$ cat config.mk
export PLATFORM = sky130hd
export DESIGN_NAME = addsub_result_stage
export DESIGN_NICKNAME = d
export VERILOG_FILES = /design/src/rtl/addsub_result_stage.sv
export SDC_FILE = /design/constraint.sdc
export NUM_CORES = 1
export LEC_CHECK = 0
export CELL_PAD_IN_SITES_DETAIL_PLACEMENT = 1
export CELL_PAD_IN_SITES_GLOBAL_PLACEMENT = 2
export CORE_MARGIN = 5
export CORE_UTILIZATION = 38
export CTS_BUF_LIST = sky130_fd_sc_hd__clkbuf_4
export DETAILED_ROUTE_END_ITERATION = 16
export GPL_TIMING_DRIVEN = 1
export HOLD_SLACK_MARGIN = 0.08
export PLACE_DENSITY = 0.95
export SYNTH_ARGS = -nofsm -noshare
export SYNTH_HDL_FRONTEND = slang
export SYNTH_SLANG_ARGS = --single-unit
$ cat constraint.sdc
create_clock -name clk -period 5.11 [get_ports clk]
set_input_delay 1.2775 -clock clk [delete_from_list [all_inputs] [get_ports clk]]
set_output_delay 1.2775 -clock clk [all_outputs]
set_load 0.1 [all_outputs]
$ cat src/rtl/addsub_result_stage.sv
// addsub_result_stage
//   Registered output stage behind the 4-bit ripple add/sub unit. Each accepted
//   result is stored with its mode and status flags (carry/borrow, zero,
//   negative, signed overflow) in a 2-entry FIFO. A saturating counter tracks
//   accepted results that overflowed.
// Ports
//   clk, rst                  clock (rising edge), async active-high reset
//   in_valid/in_ready         upstream handshake; in_ready depends on fill level only
//   in_s, in_cout, in_m       add/sub unit result, carry out c4, mode (1 = subtract)
//   in_a3, in_b3              operand MSBs (in_b3 raw, before the mode XOR)
//   out_valid/out_ready       downstream handshake for the head entry
//   out_res, out_c, out_z,
//   out_n, out_v, out_m       head entry result, flags and mode
//   ovf_cnt, ovf_clr          saturating overflow count, synchronous clear
module addsub_result_stage #(
    parameter int DEPTH = 2,
    parameter int CNT_W = 8
) (
    input  logic             clk,
    input  logic             rst,
    input  logic             in_valid,
    output logic             in_ready,
    input  logic [3:0]       in_s,
    input  logic             in_cout,
    input  logic             in_m,
    input  logic             in_a3,
    input  logic             in_b3,
    output logic             out_valid,
    input  logic             out_ready,
    output logic [3:0]       out_res,
    output logic             out_c,
    output logic             out_z,
    output logic             out_n,
    output logic             out_v,
    output logic             out_m,
    output logic [CNT_W-1:0] ovf_cnt,
    input  logic             ovf_clr
);

    // Entry layout: {m, v, n, z, c, res[3:0]}
    localparam logic [1:0]       FULL_CNT = DEPTH[1:0];
    localparam logic [CNT_W-1:0] CNT_MAX  = {CNT_W{1'b1}};
    localparam logic [CNT_W-1:0] CNT_ONE  = {{(CNT_W-1){1'b0}}, 1'b1};

    // Builds a stored entry, deriving the flags from the raw add/sub outputs.
    // In subtract mode the unit adds ~B, so the effective B sign is b3^m and the
    // carry out is the inverse of a borrow.
    function automatic logic [8:0] make_entry(
        input logic [3:0] s,
        input logic       cout,
        input logic       m,
        input logic       a3,
        input logic       b3
    );
        logic bx;
        logic v;
        logic c;
        logic z;
        logic n;
        bx = b3 ^ m;
        v  = (a3 == bx) & (s[3] != a3);
        c  = m ? ~cout : cout;
        z  = ~|s;
        n  = s[3];
        return {m, v, n, z, c, s};
    endfunction

    logic [8:0]       mem_r [0:1];
    logic             wr_ptr_r;
    logic             rd_ptr_r;
    logic [1:0]       count_r;
    logic             in_ready_r;
    logic             out_valid_r;
    logic [8:0]       head_r;
    logic [CNT_W-1:0] ovf_cnt_r;

    logic             push_s;
    logic             pop_s;
    logic [8:0]       entry_s;
    logic [1:0]       count_nxt_s;
    logic             rd_ptr_nxt_s;
    logic [8:0]       head_nxt_s;

    assign push_s  = in_valid & in_ready_r;
    assign pop_s   = out_valid_r & out_ready;
    assign entry_s = make_entry(in_s, in_cout, in_m, in_a3, in_b3);

    // Next fill level, next read pointer and the entry that will sit at the head.
    always_comb begin
        count_nxt_s  = count_r;
        rd_ptr_nxt_s = rd_ptr_r;
        head_nxt_s   = mem_r[rd_ptr_r];
        case ({push_s, pop_s})
            2'b10:   count_nxt_s = count_r + 2'd1;
            2'b01:   count_nxt_s = count_r - 2'd1;
            default: count_nxt_s = count_r;
        endcase
        if (pop_s) begin
            rd_ptr_nxt_s = ~rd_ptr_r;
        end else begin
            rd_ptr_nxt_s = rd_ptr_r;
        end
        // The new head is the entry being written when the FIFO was empty, or
        // when the only stored entry is popped in the same cycle.
        if (push_s && (wr_ptr_r == rd_ptr_nxt_s)) begin
            head_nxt_s = entry_s;
        end else begin
            head_nxt_s = mem_r[rd_ptr_nxt_s];
        end
    end

    // Entry storage and write pointer.
    always_ff @(posedge clk or posedge rst) begin
        if (rst) begin
            mem_r[0] <= 9'd0;
            mem_r[1] <= 9'd0;
            wr_ptr_r <= 1'b0;
        end else if (push_s) begin
            mem_r[wr_ptr_r] <= entry_s;
            wr_ptr_r        <= ~wr_ptr_r;
        end
    end

    // Fill level, read pointer and the registered handshake outputs.
    always_ff @(posedge clk or posedge rst) begin
        if (rst) begin
            count_r     <= 2'd0;
            rd_ptr_r    <= 1'b0;
            in_ready_r  <= 1'b1;
            out_valid_r <= 1'b0;
        end else begin
            count_r     <= count_nxt_s;
            rd_ptr_r    <= rd_ptr_nxt_s;
            in_ready_r  <= (count_nxt_s != FULL_CNT);
            out_valid_r <= (count_nxt_s != 2'd0);
        end
    end

    // Head-entry output register; holds its last value while the FIFO is empty.
    always_ff @(posedge clk or posedge rst) begin
        if (rst) begin
            head_r <= 9'd0;
        end else if (count_nxt_s != 2'd0) begin
            head_r <= head_nxt_s;
        end
    end

    // Saturating overflow counter; a clear overrides a same-cycle increment.
    always_ff @(posedge clk or posedge rst) begin
        if (rst) begin
            ovf_cnt_r <= {CNT_W{1'b0}};
        end else if (ovf_clr) begin
            ovf_cnt_r <= {CNT_W{1'b0}};
        end else if (push_s && entry_s[7] && (ovf_cnt_r != CNT_MAX)) begin
            ovf_cnt_r <= ovf_cnt_r + CNT_ONE;
        end
    end

    assign in_ready  = in_ready_r;
    assign out_valid = out_valid_r;
    assign out_res   = head_r[3:0];
    assign out_c     = head_r[4];
    assign out_z     = head_r[5];
    assign out_n     = head_r[6];
    assign out_v     = head_r[7];
    assign out_m     = head_r[8];
    assign ovf_cnt   = ovf_cnt_r;

endmodule

==> report_table.html <==
<table>
<tr><th>Metric</th><th>Value</th></tr>
<tr><th colspan="2">Timing</th></tr>
<tr><td>Clock period minus final worst setup slack</td><td>3.35 ns</td></tr>
<tr><td>Tightest Pin Transition</td><td>0.982 ns</td></tr>
<tr><td>RSZ-0062 raised after global routing</td><td>no</td></tr>
<tr><td>Number of hold violations in the final report</td><td>0</td></tr>
<tr><td>Clock skew</td><td>approximately 0.009 ns</td></tr>
<tr><td>Part of the cycle the worst path needs</td><td>0.657</td></tr>
<tr><td>Final number of max-transition violations</td><td>0</td></tr>
<tr><td>Maximum clock frequency</td><td>approximately 0.3 GHz</td></tr>
<tr><td>Number of setup violations in the final report</td><td>0</td></tr>
<tr><td>Max transition margin</td><td>0.343</td></tr>
<tr><td>Sum of negative setup slack</td><td>0 ns</td></tr>
<tr><th colspan="2">Placed design</th></tr>
<tr><td>Routability-driven placement congestion ratio</td><td>0.719</td></tr>
<tr><td>Placed Area</td><td>~2300 µm²</td></tr>
<tr><td>Post-detailed-placement half-perimeter wirelength</td><td>3090 µm</td></tr>
<tr><td>Quantity of I/O buffers inserted on ports</td><td>31</td></tr>
<tr><th colspan="2">Die</th></tr>
<tr><td>Standard-cell rows</td><td>25</td></tr>
<tr><td>Core area</td><td>around 4800 µm²</td></tr>
<tr><td>Die Wd</td><td>a little over 80 µm</td></tr>
<tr><td>I/O pin total</td><td>32</td></tr>
<tr><td>Die height</td><td>80.6 µm</td></tr>
<tr><td>Effective utilization at floorplan</td><td>0.396</td></tr>
<tr><td>Die footprint</td><td>6490 µm²</td></tr>
<tr><th colspan="2">Logic synthesis</th></tr>
<tr><td>Area leader, netlist</td><td>sky130_fd_sc_hd__dfrtp_1</td></tr>
<tr><td>Synth Register Bits</td><td>38</td></tr>
<tr><td>Mean Syn Cell Area</td><td>10.7 µm²</td></tr>
<tr><td>Synth warn</td><td>0</td></tr>
<tr><td>Synth area leaders</td><td>sky130_fd_sc_hd__dfrtp_1 (49%), sky130_fd_sc_hd__mux2_2 (5.4%), sky130_fd_sc_hd__nand2_1 (5.2%)</td></tr>
<tr><td>Synth cell count leaders</td><td>sky130_fd_sc_hd__dfrtp_1 (37), sky130_fd_sc_hd__nand2_1 (26), sky130_fd_sc_hd__o21ai_0 (15), sky130_fd_sc_hd__nor2b_1 (11)</td></tr>
<tr><td>Sequential element share of the synthesized area</td><td>0.503</td></tr>
<tr><td>Share of Yosys cell area claimed by the top area cell type</td><td>0.489</td></tr>
<tr><td>Most used flip-flop cell after synthesis</td><td>sky130_fd_sc_hd__dfrtp_1</td></tr>
<tr><td>Number of enable-type register cells in the synthesized netlist</td><td>0</td></tr>
<tr><td>Share of async-settable or async-resettable flops after synthesis</td><td>1.00</td></tr>
<tr><td>Post-synthesis cell type count</td><td>38</td></tr>
<tr><td>Cells after Synth</td><td>177</td></tr>
<tr><td>Post-synthesis net count</td><td>192</td></tr>
<tr><td>Most numerous cell in the Yosys netlist</td><td>sky130_fd_sc_hd__dfrtp_1</td></tr>
<tr><td>Mapped Area</td><td>1890 µm²</td></tr>
<tr><th colspan="2">Finish</th></tr>
<tr><td>Area growth, synth to finish</td><td>24.8%</td></tr>
<tr><td>Proportion of layout cells with a drive suffix above 1</td><td>0.124</td></tr>
<tr><td>Filler cells</td><td>about 530</td></tr>
<tr><td>Finished layout cell area</td><td>2360 µm²</td></tr>
<tr><td>Footprint of the flip-flops and latches</td><td>952 µm²</td></tr>
<tr><td>Area taken by multi-input logic gates</td><td>868 µm²</td></tr>
<tr><td>Number of nets in the final layout</td><td>224</td></tr>
<tr><td>Number of antenna repair diodes</td><td>0</td></tr>
<tr><th colspan="2">Critical path</th></tr>
<tr><td>Critical path data arrival time</td><td>3.57 ns</td></tr>
<tr><td>Required time of the critical path</td><td>approximately 5.3 ns</td></tr>
<tr><td>Cells along the critical path</td><td>clkdlybuf4s50_1 &gt; nand2_1 &gt; ha_1 &gt; nor3b_1 &gt; a21o_1 &gt; inv_1 &gt; nand3_1 &gt; o221ai_1</td></tr>
<tr><td>Endpoint kind of the worst setup timing path</td><td>flip-flop</td></tr>
<tr><td>Worst-path cell with the longest stage delay</td><td>sky130_fd_sc_hd__clkdlybuf4s50_1</td></tr>
<tr><td>Critical Path Fanout Max</td><td>12</td></tr>
<tr><td>Max stage delay on crit path</td><td>0.50 ns</td></tr>
<tr><td>Critical Path Start Type</td><td>input pin</td></tr>
<tr><td>Type of the worst setup path</td><td>input pin to flip-flop</td></tr>
<tr><th colspan="2">Global routing</th></tr>
<tr><td>Global router's overall resource usage</td><td>0.149</td></tr>
<tr><td>Number of antenna violations at the first check in global routing</td><td>0</td></tr>
<tr><td>Global Route met2 Usage</td><td>0.233</td></tr>
<tr><td>Global routing met3 resource utilization</td><td>0.0392</td></tr>
<tr><td>Global-route track usage on met1</td><td>0.199</td></tr>
<tr><td>Via count of the first global-routing pass</td><td>1494</td></tr>
<tr><td>Most used routing layer in global routing</td><td>met2</td></tr>
<tr><td>Global-route wire length before repair</td><td>roughly 7400 µm</td></tr>
<tr><td>Remaining global-route overflow</td><td>0</td></tr>
<tr><td>Pin count of the biggest net entering global routing</td><td>39</td></tr>
<tr><th colspan="2">Clocking</th></tr>
<tr><td>TritonCTS clock tree</td><td>built</td></tr>
<tr><td>CTS buffer count</td><td>5</td></tr>
<tr><td>Clock sinks</td><td>38</td></tr>
<tr><td>Clock input transition at the sequential cells of the worst setup and hold paths</td><td>around 0.12 ns</td></tr>
<tr><td># hold bufs at CTS</td><td>0</td></tr>
<tr><td>Clock root buffer</td><td>sky130_fd_sc_hd__clkbuf_4</td></tr>
<tr><td>Maximum buffer depth of the clock tree</td><td>2</td></tr>
<tr><td>CTS H-tree depth</td><td>2</td></tr>
<tr><td>CTS resizes</td><td>0</td></tr>
<tr><td>Setup Buffers After CTS</td><td>0</td></tr>
<tr><td>Clock latency on the worst-skew pair</td><td>0.35 ns</td></tr>
<tr><th colspan="2">Detailed routing</th></tr>
<tr><td>WL per Instance</td><td>15.3 µm</td></tr>
<tr><td>TritonRoute pass-1 iters</td><td>4</td></tr>
<tr><td>Antenna Nets Post-Route</td><td>0</td></tr>
<tr><td>Vias after detailed routing</td><td>roughly 1.4k</td></tr>
<tr><td>DRC violation total after the first TritonRoute iteration</td><td>35</td></tr>
<tr><td>Routed via count divided by cell count</td><td>5.06</td></tr>
<tr><td>Residual DRC count</td><td>0</td></tr>
<tr><td>Total Routed Length</td><td>about 4200 µm</td></tr>
<tr><th colspan="2">Power</th></tr>
<tr><td>Static power due to leakage</td><td>0.00104 µW</td></tr>
<tr><td>P_int</td><td>slightly above 800 µW</td></tr>
<tr><td>Power Density</td><td>640 nW/µm²</td></tr>
<tr><td>Fraction of power consumed by combinational cells</td><td>0.505</td></tr>
<tr><td>Clock Power Share</td><td>0.173</td></tr>
<tr><td>Switching portion of total power</td><td>0.464</td></tr>
<tr><td>Switching pwr</td><td>702 µW</td></tr>
<tr><td>Relative contribution of sequential cells to total power</td><td>0.322</td></tr>
<tr><td>Worst-case vdd ir drop</td><td>0.245 mV</td></tr>
<tr><th colspan="2">Job</th></tr>
<tr><td>Reported max-cap violation count</td><td>0</td></tr>
<tr><th colspan="2">Hold path</th></tr>
<tr><td>Worst hold path type</td><td>flip-flop to flip-flop</td></tr>
<tr><th colspan="2">Status</th></tr>
<tr><td>Outcome</td><td>finished, final reports clean</td></tr>
</table>
[metrics by stage]
stage | instances | worst slack, ns | total power [µW] | util | hold slack [ns]
floorplan | 177 | 2.21 | 1090 | - | 0.439
global placement | 269 | 1.56 | 1240 | 0.471 | 0.451
detailed placement | 269 | 1.39 | 1260 | 0.471 | 0.465
CTS | 277 | 1.74 | 1530 | 0.494 | 0.493
global route | 277 | 1.55 | 1610 | 0.494 | 0.539
finish | 277 | 1.76 | 1510 | 0.494 | 0.492
[registers in the layout (all words and copies together), names as in the netlist]
signal and flops:
in_ready 1, mem_r 16, wr_ptr_r 1, ovf_cnt 8
count_r 2, rd_ptr_r 1, head_r 8, out_valid 1
[metal layers]
metal | vias up | share of wire | wire length (µm)
li1 | 687 | - | -
met1 | 683 | 0.46 | 1960
met2 | 24 | 0.49 | 2060
met3 | 7 | 0.034 | 142
met4 | 0 | 0.015 | 62
met5 | - | 0 | 0
[power by group through the flow]
stage	Clock [µW]	Sequential [µW]	Combinational (µW)
finish	262	487	764
global route	283	502	825
CTS	269	489	774
detailed placement	0	495	769
global placement	0	491	752
floorplan	0	724	361
[critical path, delay by kind of cell]
kind	cells	cell delay, ns
adder cells (fa/ha/maj)	1	0.42
AO/OA/AOI/OAI	2	0.51
buffers and inverters	2	0.64
AND/OR/NAND/NOR	3	0.71
[logic make-up after synthesis]
kind of cell	share of synthesized area
flip-flops	0.503
adder cells (fa/ha/maj)	0.0132
buffers and inverters	0.0383
multiplexers	0.114
AND/OR/NAND/NOR	0.192
XOR/XNOR	0.0535
AO/OA/AOI/OAI	0.0859
[area by class of cell]
class,count,share of cell area
Multi-Input combinational cell,123,0.368
Timing Repair Buffer,32,0.135
Sequential cell,38,0.403
Inverter,9,0.0143
Clock buffer,5,0.0159
Clock inverter,3,0.0291
Tap cell,67,0.0355
[cells in the final DEF, fill, tap and decap left out, types with 2 or more instances in the layout]
cell / count
sky130_fd_sc_hd__a21o_1: 2
sky130_fd_sc_hd__nand3_1: 5
sky130_fd_sc_hd__nand4_1: 2
sky130_fd_sc_hd__clkbuf_4: 5
sky130_fd_sc_hd__nor2_1: 9
sky130_fd_sc_hd__o21ai_0: 15
sky130_fd_sc_hd__nand2b_1: 2
sky130_fd_sc_hd__ha_1: 2
sky130_fd_sc_hd__nand2_1: 26
sky130_fd_sc_hd__bufinv_16: 2
sky130_fd_sc_hd__clkdlybuf4s50_1: 31
sky130_fd_sc_hd__dfrtp_1: 37
sky130_fd_sc_hd__mux2i_1: 8
sky130_fd_sc_hd__mux2_2: 9
sky130_fd_sc_hd__inv_1: 9
sky130_fd_sc_hd__xnor2_1: 2
sky130_fd_sc_hd__nor4_1: 6
sky130_fd_sc_hd__xor2_1: 2
sky130_fd_sc_hd__nor2b_1: 11
sky130_fd_sc_hd__o221ai_1: 6
[worst paths after layout]
check	slack (ns)	cells after the start	endpoint	startpoint
setup / recovery	1.76	8	head_r[6]	in_valid
hold / removal	0.49	2	mem_r[13]	mem_r[13]
setup reg to reg	2.63	7	head_r[6]	in_ready
hold reg to reg	0.49	2	mem_r[13]	mem_r[13]
max in group asynchronous	3.41	3	in_ready	rst
min in group asynchronous	1.34	3	ovf_cnt[3]	rst
(Power assumes the default switching activity.)
